### config.mk
export PLATFORM = sky130hd
export DESIGN_NAME = gcd_ctrl
export DESIGN_NICKNAME = d
export VERILOG_FILES = /design/src/rtl/gcd_pkg.sv /design/src/rtl/subtractor.sv /design/src/rtl/gcd_ctrl.sv
export SDC_FILE = /design/constraint.sdc
export NUM_CORES = 1
export LEC_CHECK = 0
export CAP_MARGIN = 5
export CORE_UTILIZATION = 35
export DETAILED_ROUTE_END_ITERATION = 12
export GPL_ROUTABILITY_DRIVEN = 0
export PLACE_DENSITY = 0.57
export SLEW_MARGIN = 5
export SYNTH_ARGS = -nofsm -noshare
export SYNTH_HDL_FRONTEND = slang
export SYNTH_HIERARCHICAL = 1
export SYNTH_SLANG_ARGS = --single-unit
### constraint.sdc
create_clock -name clk -period 3.7 [get_ports clk]
set_input_delay 0.74 -clock clk [delete_from_list [all_inputs] [get_ports clk]]
set_output_delay 0.74 -clock clk [all_outputs]
set_load 0.01 [all_outputs]
### src/rtl/gcd_pkg.sv
// Shared types for the gcd unit: controller state encoding and default width.
package gcd_pkg;

  typedef enum logic [1:0] {
    IDLE,
    CALC,
    DONE
  } gcd_state_e;

  localparam int DEFAULT_WIDTH = 8;

endpackage

### src/rtl/subtractor.sv
// Datapath for the gcd unit: both wrapping differences of a pair of operands.
module subtractor #(
  parameter int WIDTH = 8
) (
  input  logic [WIDTH-1:0] a_i,
  input  logic [WIDTH-1:0] b_i,
  output logic [WIDTH-1:0] a_minus_b_o,
  output logic [WIDTH-1:0] b_minus_a_o
);

  assign a_minus_b_o = a_i - b_i;
  assign b_minus_a_o = b_i - a_i;

endmodule

### src/rtl/gcd_ctrl.sv
// Iterative GCD by repeated subtraction, one step per cycle, valid/ready on both sides.
// Optional GCD_ITER_COUNT_EN adds iter_o, the subtract-step count of the last operation.
module gcd_ctrl
  import gcd_pkg::*;
#(
  parameter int WIDTH = DEFAULT_WIDTH
) (
  input  logic             clk,
  input  logic             rst,
  input  logic             in_valid,
  output logic             in_ready,
  input  logic [WIDTH-1:0] a_i,
  input  logic [WIDTH-1:0] b_i,
  output logic             out_valid,
  input  logic             out_ready,
`ifdef GCD_ITER_COUNT_EN
  output logic [WIDTH-1:0] iter_o,
`endif
  output logic [WIDTH-1:0] gcd_o
);

  gcd_state_e       state_q, state_d;
  logic [WIDTH-1:0] a_q, a_d;
  logic [WIDTH-1:0] b_q, b_d;
  logic [WIDTH-1:0] gcd_q, gcd_d;
  logic [WIDTH-1:0] a_sub, b_sub;

  subtractor #(.WIDTH(WIDTH)) u_subtractor (
    .a_i         (a_q),
    .b_i         (b_q),
    .a_minus_b_o (a_sub),
    .b_minus_a_o (b_sub)
  );

  always_comb begin
    state_d = state_q;
    a_d     = a_q;
    b_d     = b_q;
    gcd_d   = gcd_q;
    case (state_q)
      IDLE: begin
        if (in_valid) begin
          a_d     = a_i;
          b_d     = b_i;
          state_d = CALC;
        end
      end
      CALC: begin
        // Only the larger-minus-smaller difference is ever taken, so nothing wraps.
        if (b_q == '0) begin
          gcd_d   = a_q;
          state_d = DONE;
        end else if (a_q == '0) begin
          gcd_d   = b_q;
          state_d = DONE;
        end else if (a_q == b_q) begin
          gcd_d   = a_q;
          state_d = DONE;
        end else if (a_q > b_q) begin
          a_d = a_sub;
        end else begin
          b_d = b_sub;
        end
      end
      DONE: begin
        if (out_ready) begin
          state_d = IDLE;
        end
      end
      default: state_d = IDLE;
    endcase
  end

  always_ff @(posedge clk) begin
    if (rst) begin
      state_q <= IDLE;
      a_q     <= '0;
      b_q     <= '0;
      gcd_q   <= '0;
    end else begin
      state_q <= state_d;
      a_q     <= a_d;
      b_q     <= b_d;
      gcd_q   <= gcd_d;
    end
  end

`ifdef GCD_ITER_COUNT_EN
  logic [WIDTH-1:0] iter_q, iter_d;

  always_comb begin
    iter_d = iter_q;
    if (state_q == IDLE && in_valid) begin
      iter_d = '0;
    end else if (state_q == CALC && b_q != '0 && a_q != '0 && a_q != b_q) begin
      iter_d = iter_q + WIDTH'(1);
    end
  end

  always_ff @(posedge clk) begin
    if (rst) begin
      iter_q <= '0;
    end else begin
      iter_q <= iter_d;
    end
  end

  assign iter_o = iter_q;
`endif

  assign in_ready  = (state_q == IDLE);
  assign out_valid = (state_q == DONE);
  assign gcd_o     = gcd_q;

endmodule

==> results of run 1 <==
-- registers in the layout (all words and copies together), names as in the netlist --
name     flops
a_q          8
b_q          8
gcd_o        8
state_q      2
-- Yosys cell counts --
library cell | instances | share of area (%)
and4_1 | 1 | 0.39
o21a_1 | 3 | 1.0
a311oi_4 | 1 | 1.2
inv_1 | 35 | 5.9
o21ai_0 | 4 | 0.90
ha_1 | 22 | 12
a211oi_1 | 25 | 8.5
a221oi_2 | 1 | 0.68
buf_4 | 2 | 0.68
and2_1 | 2 | 0.56
nand4_1 | 3 | 0.85
buf_1 | 2 | 0.34
nand2_1 | 6 | 1.0
o31a_1 | 2 | 0.79
nor2_1 | 27 | 4.6
a41oi_2 | 1 | 0.73
a21o_1 | 2 | 0.68
nand3_1 | 3 | 0.68
a31o_2 | 1 | 0.39
or4b_1 | 2 | 0.90
dfxtp_1 | 26 | 23
nor2b_1 | 4 | 1.1
a221oi_1 | 9 | 3.6
buf_2 | 2 | 0.45
a211oi_2 | 1 | 0.56
buf_6 | 2 | 1.0
nor2_2 | 2 | 0.56
nor3_1 | 6 | 1.4
mux2i_1 | 12 | 5.4
nor2b_4 | 2 | 1.2
fa_1 | 2 | 1.8
nor4_2 | 4 | 2.3
mux2_2 | 8 | 4.1
o211ai_1 | 1 | 0.34
nand2_2 | 1 | 0.28
a21boi_0 | 2 | 0.68
nand3b_1 | 2 | 0.68
a21oi_1 | 18 | 4.1
or2_2 | 1 | 0.28
xnor2_1 | 5 | 2.0
nor3b_1 | 2 | 0.68
clkbuf_1 | 6 | 1.0
-- logic make-up after synthesis --
logic type	count (synthesis)
DFF	26
adders and majority gates	24
AOI/OAI and AO/OA	71
muxes	20
xor gates and xnor gates	5
and+or+nand+nor	68
buffers and inverters	49
-- critical path, cell delays in order (launching register included) --
cell and delay, ps:
dfxtp_1 470, inv_1 70, ha_1 450, nand3b_1 190
a21boi_0 390, mux2i_1 240, nand2_1 80, mux2_2 280
a211oi_1 220, a211oi_1 70
-- routing by layer --
| metal | global-route usage (%) | vias to the layer above | routed length (um) |
|---|---|---|---|
| li1 | - | 986 | - |
| met1 | 27.3 | 886 | 2680 |
| met2 | 27.5 | 54 | 2470 |
| met3 | 3.11 | 4 | 312 |
| met4 | 4.04 | 0 | 34 |
| met5 | 0 | - | 0 |
-- area by class of cell --
class                      instances  area [um2]
sequential                        26         520
fill                             601        3450
inverter                          35         131
clock buffer                       3        41.3
multi-input combinational        188        1490
tap                               75        93.8
timing repair buffer              30         298
-- power breakdown --
group / internal (mW) / switching [mW] / leakage [nW]
Sequential: 0.398 / 0.181 / 0.214
Combinational: 0.875 / 1.05 / 0.740
Clock: 0.0732 / 0.0898 / 0.0216
-- path summary, 6_finish.rpt --
check,to,slack (ps),cells after the start,from
setup / recovery,a_q[5],1070,9,a_q[2]
hold / removal,gcd_o[0],500,2,gcd_o[0]
setup reg to reg,a_q[5],1070,9,a_q[2]
hold reg to reg,gcd_o[0],500,2,gcd_o[0]
==> run summary, run 1 <==
Min cycle time layout: 2630 ps
Compound-Gate Fraction of Synth Area: 24.0%
Leakage: 0.975 nW
Syn avg cell area: 8.43 um2
First-pass GRT wire length: 9150 um
Yosys reg bits: 26
CTS sink count: 26
Slew HR: 30.8%
Initial core utilization: 36.8%
Via Count: 1930
Post-CTS Setup Bufs: 0
Mapped Cells: 263
Area of the mapped netlist: 2220 um2
Outcome: completed
Synth unique cells: 42
Setup_tns: 0 ps
WL per Instance: 15.4 um
Final cell count without fillers: 357
Initial antenna violation count: 0
Post-route ant nets: 0
Gr ovfl total: 0
Most common cell after layout, fill and taps aside: inv_1
Fmax achieved: 381 MHz
Register area share after synthesis: 23.5%
Final worst slack: 1070 ps
Nature of the critical path startpoint: flip-flop
Initial DRC Count: 95
Worst path arrival time: 2740 ps
WHS: 504 ps
VDD IR max: 0.385 mV
Max-Cap Viols: 0
CTS tree: built
All-layer global routing usage: 18.4%
PostCTS Resize Cnt: 0
Crit end category: flip-flop
Cell Area, Placed: 2530 um2
H-tree Lvls: 1
Die width: 81.6 um
Root Driver: clkbuf_8
WS Path Type: flip-flop to flip-flop
RSZ-0062 raised after global routing: false
Hpwl dp: 4230 um
Crit Path Max Fanout: 8
Overall power: 2.67 mW
Avg Vias per Cell: 5.41
Inst Count DP: 354
Final setup violation count: 0
TritonCTS Buffers: 3
Slew @ Worst Pin: 1030 ps
Vias in the first global route: 1779
Worst hold path type: flip-flop to flip-flop
DRC Markers: 0
Antenna fix cells: 0
Final wirelength: 5490 um
I/O pins: 30
Final Core Density: 42.7%
Net count after synthesis: 307
Adder-Cell Fraction of Synth Area: 14.2%
P per Cell Area: 1040 nW/um2
Syn. warnings: 6
Number of buffer cells added on primary ports: 29
Required time worst endpoint: 3820 ps
Die height: 81.6 um
Design area: 2570 um2
Place WS: 1120 ps
Max-slew violations: 0
Largest family of logic cells by synthesized area: compound AO/OA/AOI/OAI gates
Cts hold-fix bufs: 0
Rows: 28
Clk slew on worst S/H paths: 90 ps
Pre-antenna DRT Iters: 4
Share of layout cells above drive strength 1: 9.57%
Worst skew pair latency: 280 ps
Final Hold Vio Count: 0
Clk_skew: 5.86 ps
Post-synthesis xor/xnor area fraction: 1.97%
Post-layout net count: 328
Final worst path period share: 71.0%
Post-Synth Simple-Gate Area: 17.4%
Largest net degree at the start of global routing: 27
Mux share of post-synthesis cell area: 9.48%
Die ar.: 6660 um2
Most frequent cells in the layout: 35 x inv_1, 29 x clkdlybuf4s50_1, 27 x nor2_1
Core ar.: 6030 um2
Area Growth Syn to Fin: 16.0%
Longest Clk Path Bufs: 2
(Power assumes the default switching activity.)
==> inputs of run 2 (changes only) <==
--- a/config.mk
+++ b/config.mk
@@ -9,7 +9,7 @@
 export CORE_UTILIZATION = 35
 export DETAILED_ROUTE_END_ITERATION = 12
 export GPL_ROUTABILITY_DRIVEN = 0
-export PLACE_DENSITY = 0.57
+export PLACE_DENSITY = 0.59
 export SLEW_MARGIN = 5
 export SYNTH_ARGS = -nofsm -noshare
 export SYNTH_HDL_FRONTEND = slang
==> constraint.sdc (replaced) <==
create_clock -name clk -period 2.3 [get_ports clk]
set_input_delay 0.46 -clock clk [delete_from_list [all_inputs] [get_ports clk]]
set_output_delay 0.46 -clock clk [all_outputs]
set_load 0.01 [all_outputs]
==> run 2 against run 1 <==
- count of clock-buffer cells in the layout stayed put
- global-route usage is 0.70 points lower
- design area is 9.7% higher
- sequential cell count stayed put
- worst setup slack worse by 990 ps
- sequential power is 43% higher
- power is 79% higher
- first-iteration DRC count is 4.2% lower
- critical path depth is 1 higher
==> run summary, run 2 (synthesized netlist as in run 1, its figures left out) <==
Rows: 28 (unchanged)
Design area: 2820 um2 (was 2570 um2)
Avg Vias per Cell: 5.12 (was 5.41)
Post-layout net count: 356 (was 328)
Worst path arrival time: 2410 ps (was 2740 ps)
Antenna fix cells: 0 (unchanged)
CTS sink count: 26 (unchanged)
Slew @ Worst Pin: 458 ps (was 1030 ps)
TritonCTS Buffers: 3 (unchanged)
CP most frequent cell: a211oi_2 (was a211oi_1)
Cts hold-fix bufs: 0 (unchanged)
H-tree Lvls: 1 (unchanged)
Most common cell after layout, fill and taps aside: inv_1 (unchanged)
Share of layout cells above drive strength 1: 23.2% (was 9.57%)
Worst hold path type: flip-flop to flip-flop (unchanged)
Final wirelength: 5710 um (was 5490 um)
Final setup violation count: 0 (unchanged)
Number of buffer cells added on primary ports: 29 (unchanged)
Initial antenna violation count: 0 (unchanged)
I/O pins: 30 (unchanged)
Cell Area, Placed: 2740 um2 (was 2530 um2)
Largest net degree at the start of global routing: 27 (unchanged)
P per Cell Area: 1690 nW/um2 (was 1040 nW/um2)
Crit Path Max Fanout: 3 (was 8)
DRC Markers: 0 (unchanged)
Vias in the first global route: 1822 (was 1779)
Worst skew pair latency: 280 ps (about the same)
Filler cell count: 615 (was 601)
Root Driver: clkbuf_8 (unchanged)
Overall power: 4.78 mW (was 2.67 mW)
Nature of the critical path startpoint: flip-flop (unchanged)
Final worst path period share: 96.5% (was 71.0%)
Outcome: completed (unchanged)
Final Hold Vio Count: 0 (unchanged)
Pre-antenna DRT Iters: 4 (unchanged)
Max-slew violations: 0 (unchanged)
Core ar.: 6030 um2 (unchanged)
Leakage: 1.12 nW (was 0.975 nW)
Hpwl dp: 4460 um (was 4230 um)
Most frequent cells in the layout: 35 x inv_1, 29 x clkdlybuf4s50_1, 29 x buf_4 (was 35 x inv_1, 29 x clkdlybuf4s50_1, 27 x nor2_1)
Clk slew on worst S/H paths: 90 ps (about the same)
WL per Instance: 14.8 um (was 15.4 um)
Post-route ant nets: 0 (unchanged)
WS Path Type: flip-flop to flip-flop (unchanged)
Die ar.: 6660 um2 (unchanged)
Final worst slack: 80.7 ps (was 1070 ps)
VDD IR max: 0.580 mV (was 0.385 mV)
Initial DRC Count: 91 (was 95)
Required time worst endpoint: 2500 ps (was 3820 ps)
Place WS: -1.03 ps (was 1120 ps)
CP Cell Sequence: inv_1 > ha_2 > fa_2 > nor2b_4 > o31a_1 > or4b_1 > nand3_1 > mux2_4 > a211oi_2 > a211oi_2 (was inv_1 > ha_1 > nand3b_1 > a21boi_0 > mux2i_1 > nand2_1 > mux2_2 > a211oi_1 > a211oi_1)
Die height: 81.6 um (unchanged)
Initial core utilization: 36.8% (unchanged)
CP peak stage delay: 480 ps (was 470 ps)
Crit end category: flip-flop (unchanged)
Final Core Density: 46.9% (was 42.7%)
Area Growth Syn to Fin: 27.3% (was 16.0%)
Via Count: 1972 (was 1930)
Min cycle time layout: 2220 ps (was 2630 ps)
Crit-path slowest cell: or4b_1 (was dfxtp_1)
Die width: 81.6 um (unchanged)
Longest Clk Path Bufs: 2 (unchanged)
Fmax achieved: 451 MHz (was 381 MHz)
CTS tree: built (unchanged)
Max-Cap Viols: 0 (unchanged)
Slew HR: 69.2% (was 30.8%)
Clk_skew: 3.98 ps (was 5.86 ps)
Gr ovfl total: 0 (unchanged)
All-layer global routing usage: 17.7% (was 18.4%)
First-pass GRT wire length: 9060 um (was 9150 um)
==> run 2: cell types whose count changed in the layout (fill, tap and decap cells not counted), sizes merged <==
| cell | change |
|---|---|
| buf | +28 |
==> run 2: worst max-delay path: cells and delay by family (launching register included) <==
family,cells,cell delay (ps)
AND/OR/NAND/NOR,3,620
AO/OA/AOI/OAI,3,520
adder cells (fa/ha/maj),2,440
flip-flops,1,350
multiplexers,1,150
buffers and inverters,1,60
==> run 2: report_power, final <==
| part | internal (mW) | switching [mW] | leakage (nW) |
|---|---|---|---|
| Sequential | 0.655 | 0.174 | 0.217 |
| Combinational | 1.76 | 1.92 | 0.876 |
| Clock | 0.118 | 0.152 | 0.0216 |
| Total | 2.53 | 2.25 | 1.12 |
==> run 2: routing by layer <==
layer / track usage, % / vias up / part of all wire [%]
li1: - / 1034 / -
met1: 24.6 / 904 / 50
met2: 29.8 / 30 / 46
met3: 2.67 / 4 / 3.0
met4: 1.75 / 0 / 0.60
met5: 0 / - / 0
==> run 2: cell type report <==
type	instances	area (um2)	share of cell area (%)
clock buffer	3	41.3	1.46
inverter	35	131	4.65
multi-input combinational	188	1520	53.7
sequential	26	532	18.8
tap	75	93.8	3.32
timing repair buffer	58	508	18.0
==> run 2: path summary, 6_finish.rpt <==
kind	startpoint	endpoint	slack, ps	cells after the start
worst max-delay path	a_q[0]	a_q[6]	80	10
worst min-delay path	gcd_o[3]	gcd_o[3]	500	2
worst max register to register	a_q[0]	a_q[6]	80	10
worst min register to register	gcd_o[3]	gcd_o[3]	500	2
==> run 2: repair_timing <==
item	CTS	global route
pin swaps	0	6
endpoints found under the setup margin	1	9
resized for setup	1	18
setup buffers	0	1
==> run 2: stage by stage <==
step                      cells  TNS (ps)  hold WS (ps)
after floorplan             263         0           496
after global placement      381     -2.66           492
after detailed placement    381     -1.03           498
after CTS                   384         0           513
after global routing        385     -9.17           524
final                       385         0           502
==> inputs of run 3 (changes only) <==
--- a/config.mk
+++ b/config.mk
@@ -5,7 +5,7 @@
 export SDC_FILE = /design/constraint.sdc
 export NUM_CORES = 1
 export LEC_CHECK = 0
-export CAP_MARGIN = 5
+export CAP_MARGIN = 20
 export CORE_UTILIZATION = 35
 export DETAILED_ROUTE_END_ITERATION = 12
 export GPL_ROUTABILITY_DRIVEN = 0
@@ -15,3 +15,4 @@
 export SYNTH_HDL_FRONTEND = slang
 export SYNTH_HIERARCHICAL = 1
 export SYNTH_SLANG_ARGS = --single-unit
+export TNS_END_PERCENT = 5
==> run 3 against run 2 <==
- sequential power barely moved
- worst setup slack gained 3.1 ps
- global-route usage stayed put
- final cell count unchanged
- routed wire length about the same
- utilization about the same
- count of clock-buffer cells in the layout unchanged
- first-iteration DRC count is 12% lower
- design area about the same
- critical path type unchanged
- largest cell class unchanged
- highest routed layer unchanged
==> run summary, run 3 (synthesized netlist as in run 1, its figures left out) <==
Nature of the critical path startpoint: flip-flop (unchanged)
Place WS: -1.03 ps (unchanged)
Hpwl dp: 4460 um (unchanged)
Longest Clk Path Bufs: 2 (unchanged)
Required time worst endpoint: 2500 ps (about the same)
DRC Markers: 0 (unchanged)
VDD IR max: 0.580 mV (about the same)
I/O pins: 30 (unchanged)
Pre-antenna DRT Iters: 4 (unchanged)
Antenna fix cells: 0 (unchanged)
Clock Power Share: 5.7% (was 5.6%)
Number of buffer cells added on primary ports: 29 (unchanged)
Final setup violation count: 0 (unchanged)
Final worst slack: 83.8 ps (was 80.7 ps)
Max-slew violations: 0 (unchanged)
WS Path Type: flip-flop to flip-flop (unchanged)
Most common cell after layout, fill and taps aside: inv_1 (unchanged)
Cts hold-fix bufs: 0 (unchanged)
Initial core utilization: 36.8% (unchanged)
Die height: 81.6 um (unchanged)
WHS: 502 ps (about the same)
Outcome: completed (unchanged)
Avg Vias per Cell: 5.14 (was 5.12)
Crit Path Max Fanout: 3 (unchanged)
Post-route ant nets: 0 (unchanged)
Clk_skew: 3.60 ps (was 3.98 ps)
Slew @ Worst Pin: 458 ps (about the same)
Die width: 81.6 um (unchanged)
Fmax achieved: 451 MHz (about the same)
TritonCTS Buffers: 3 (unchanged)
Core ar.: 6030 um2 (unchanged)
Worst hold path type: flip-flop to flip-flop (unchanged)
All-layer global routing usage: 17.7% (unchanged)
Final Hold Vio Count: 0 (unchanged)
Area Growth Syn to Fin: 27.2% (was 27.3%)
Vias in the first global route: 1822 (unchanged)
Initial antenna violation count: 0 (unchanged)
Cell Area, Placed: 2740 um2 (unchanged)
P per Cell Area: 1690 nW/um2 (about the same)
P_int: 2.53 mW (about the same)
RSZ-0062 raised after global routing: true
Switching share of power: 47.1% (was 47.0%)
Global route hottest layer: met2 (unchanged)
Root Driver: clkbuf_8 (unchanged)
Slew HR: 69.2% (about the same)
CTS tree: built (unchanged)
Final wirelength: 5710 um (about the same)
Die ar.: 6660 um2 (unchanged)
Seq pwr share: 17.3% (about the same)
WL per Instance: 14.8 um (about the same)
Min cycle time layout: 2220 ps (about the same)
Initial DRC Count: 80 (was 91)
Largest net degree at the start of global routing: 27 (unchanged)
M1 GR Usage: 24.6% (unchanged)
Share of layout cells above drive strength 1: 22.9% (was 23.2%)
First-pass GRT wire length: 9060 um (unchanged)
Clk slew on worst S/H paths: 90 ps (about the same)
Psw: 2.25 mW (about the same)
Leakage: 1.11 nW (was 1.12 nW)
Worst path arrival time: 2410 ps (about the same)
Worst skew pair latency: 280 ps (about the same)
Gr ovfl total: 0 (unchanged)
Via Count: 1977 (was 1972)
CTS sink count: 26 (unchanged)
Max-Cap Viols: 0 (unchanged)
Most frequent cells in the layout: 35 x inv_1, 29 x clkdlybuf4s50_1, 29 x buf_4 (unchanged)
Overall power: 4.78 mW (about the same)
Post-layout net count: 356 (unchanged)
M2 GR Usage: 29.8% (unchanged)
Design area: 2820 um2 (about the same)
Rows: 28 (unchanged)
H-tree Lvls: 1 (unchanged)
Crit end category: flip-flop (unchanged)
Setup_tns: 0 ps (unchanged)
Final worst path period share: 96.4% (was 96.5%)
GRT met3 Usage: 2.67% (unchanged)
Gate power share: 77.1% (was 77.0%)
==> run 3: changes by cell type in the layout (fill, tap and decap cells not counted) <==
cell     before  now
dfxtp_1      17   18
dfxtp_2       9    8
==> run 3: final cells by class <==
class                   count  area (um2)
clock buffers               3        41.3
fillers                   616        3200
inverters                  35         131
multi-input cells         188        1520
flip-flops and latches     26         531
well taps                  75        93.8
repair buffers             58         508
==> run 3: worst max-delay path, stage by stage, from the launching register on <==
cell,delay [ps]
dfxtp_2,350
inv_1,60
ha_2,200
fa_2,240
nor2b_4,50
o31a_1,320
or4b_1,480
nand3_1,90
mux2_4,150
a211oi_2,40
a211oi_2,160
==> run 3: per-layer routing <==
layer / share of wire (%) / vias up / wire, um
li1: - / 1035 / -
met1: 50 / 904 / 2840
met2: 46 / 34 / 2650
met3: 3.1 / 4 / 178
met4: 0.60 / 0 / 34
met5: 0 / - / 0
==> run 3: what timing repair did <==
| item | CTS | global route |
|---|---|---|
| setup endpoints to repair | 1 | 9 |
| pin swaps | 0 | 4 |
| resized for setup | 1 | 17 |
| setup buffers | 0 | 1 |
==> run 3: power groups by stage <==
stage	sequential [mW]	combinational, mW	clock (mW)
final	0.827	3.68	0.270
after global placement	0.818	3.58	0
after global routing	0.855	4.08	0.293
after detailed placement	0.822	3.58	0
after CTS	0.813	3.61	0.275
after floorplan	0.876	2.47	0
==> run 3: worst paths after layout <==
kind,startpoint,endpoint,slack (ps),cells after the start
worst min register to register,gcd_o[3],gcd_o[3],500,2
worst max-delay path,a_q[0],a_q[6],80,10
worst min-delay path,gcd_o[3],gcd_o[3],500,2
worst max register to register,a_q[0],a_q[6],80,10
==> run 3: stage by stage <==
| stage | util (%) | cells |
|---|---|---|
| 3_3_place_gp | 45.4 | 381 |
| 5_1_grt | 46.8 | 385 |
| 4_1_cts | 46.1 | 384 |
| 3_5_place_dp | 45.4 | 381 |
| 2_1_floorplan | - | 263 |
| 6_report | 46.8 | 385 |
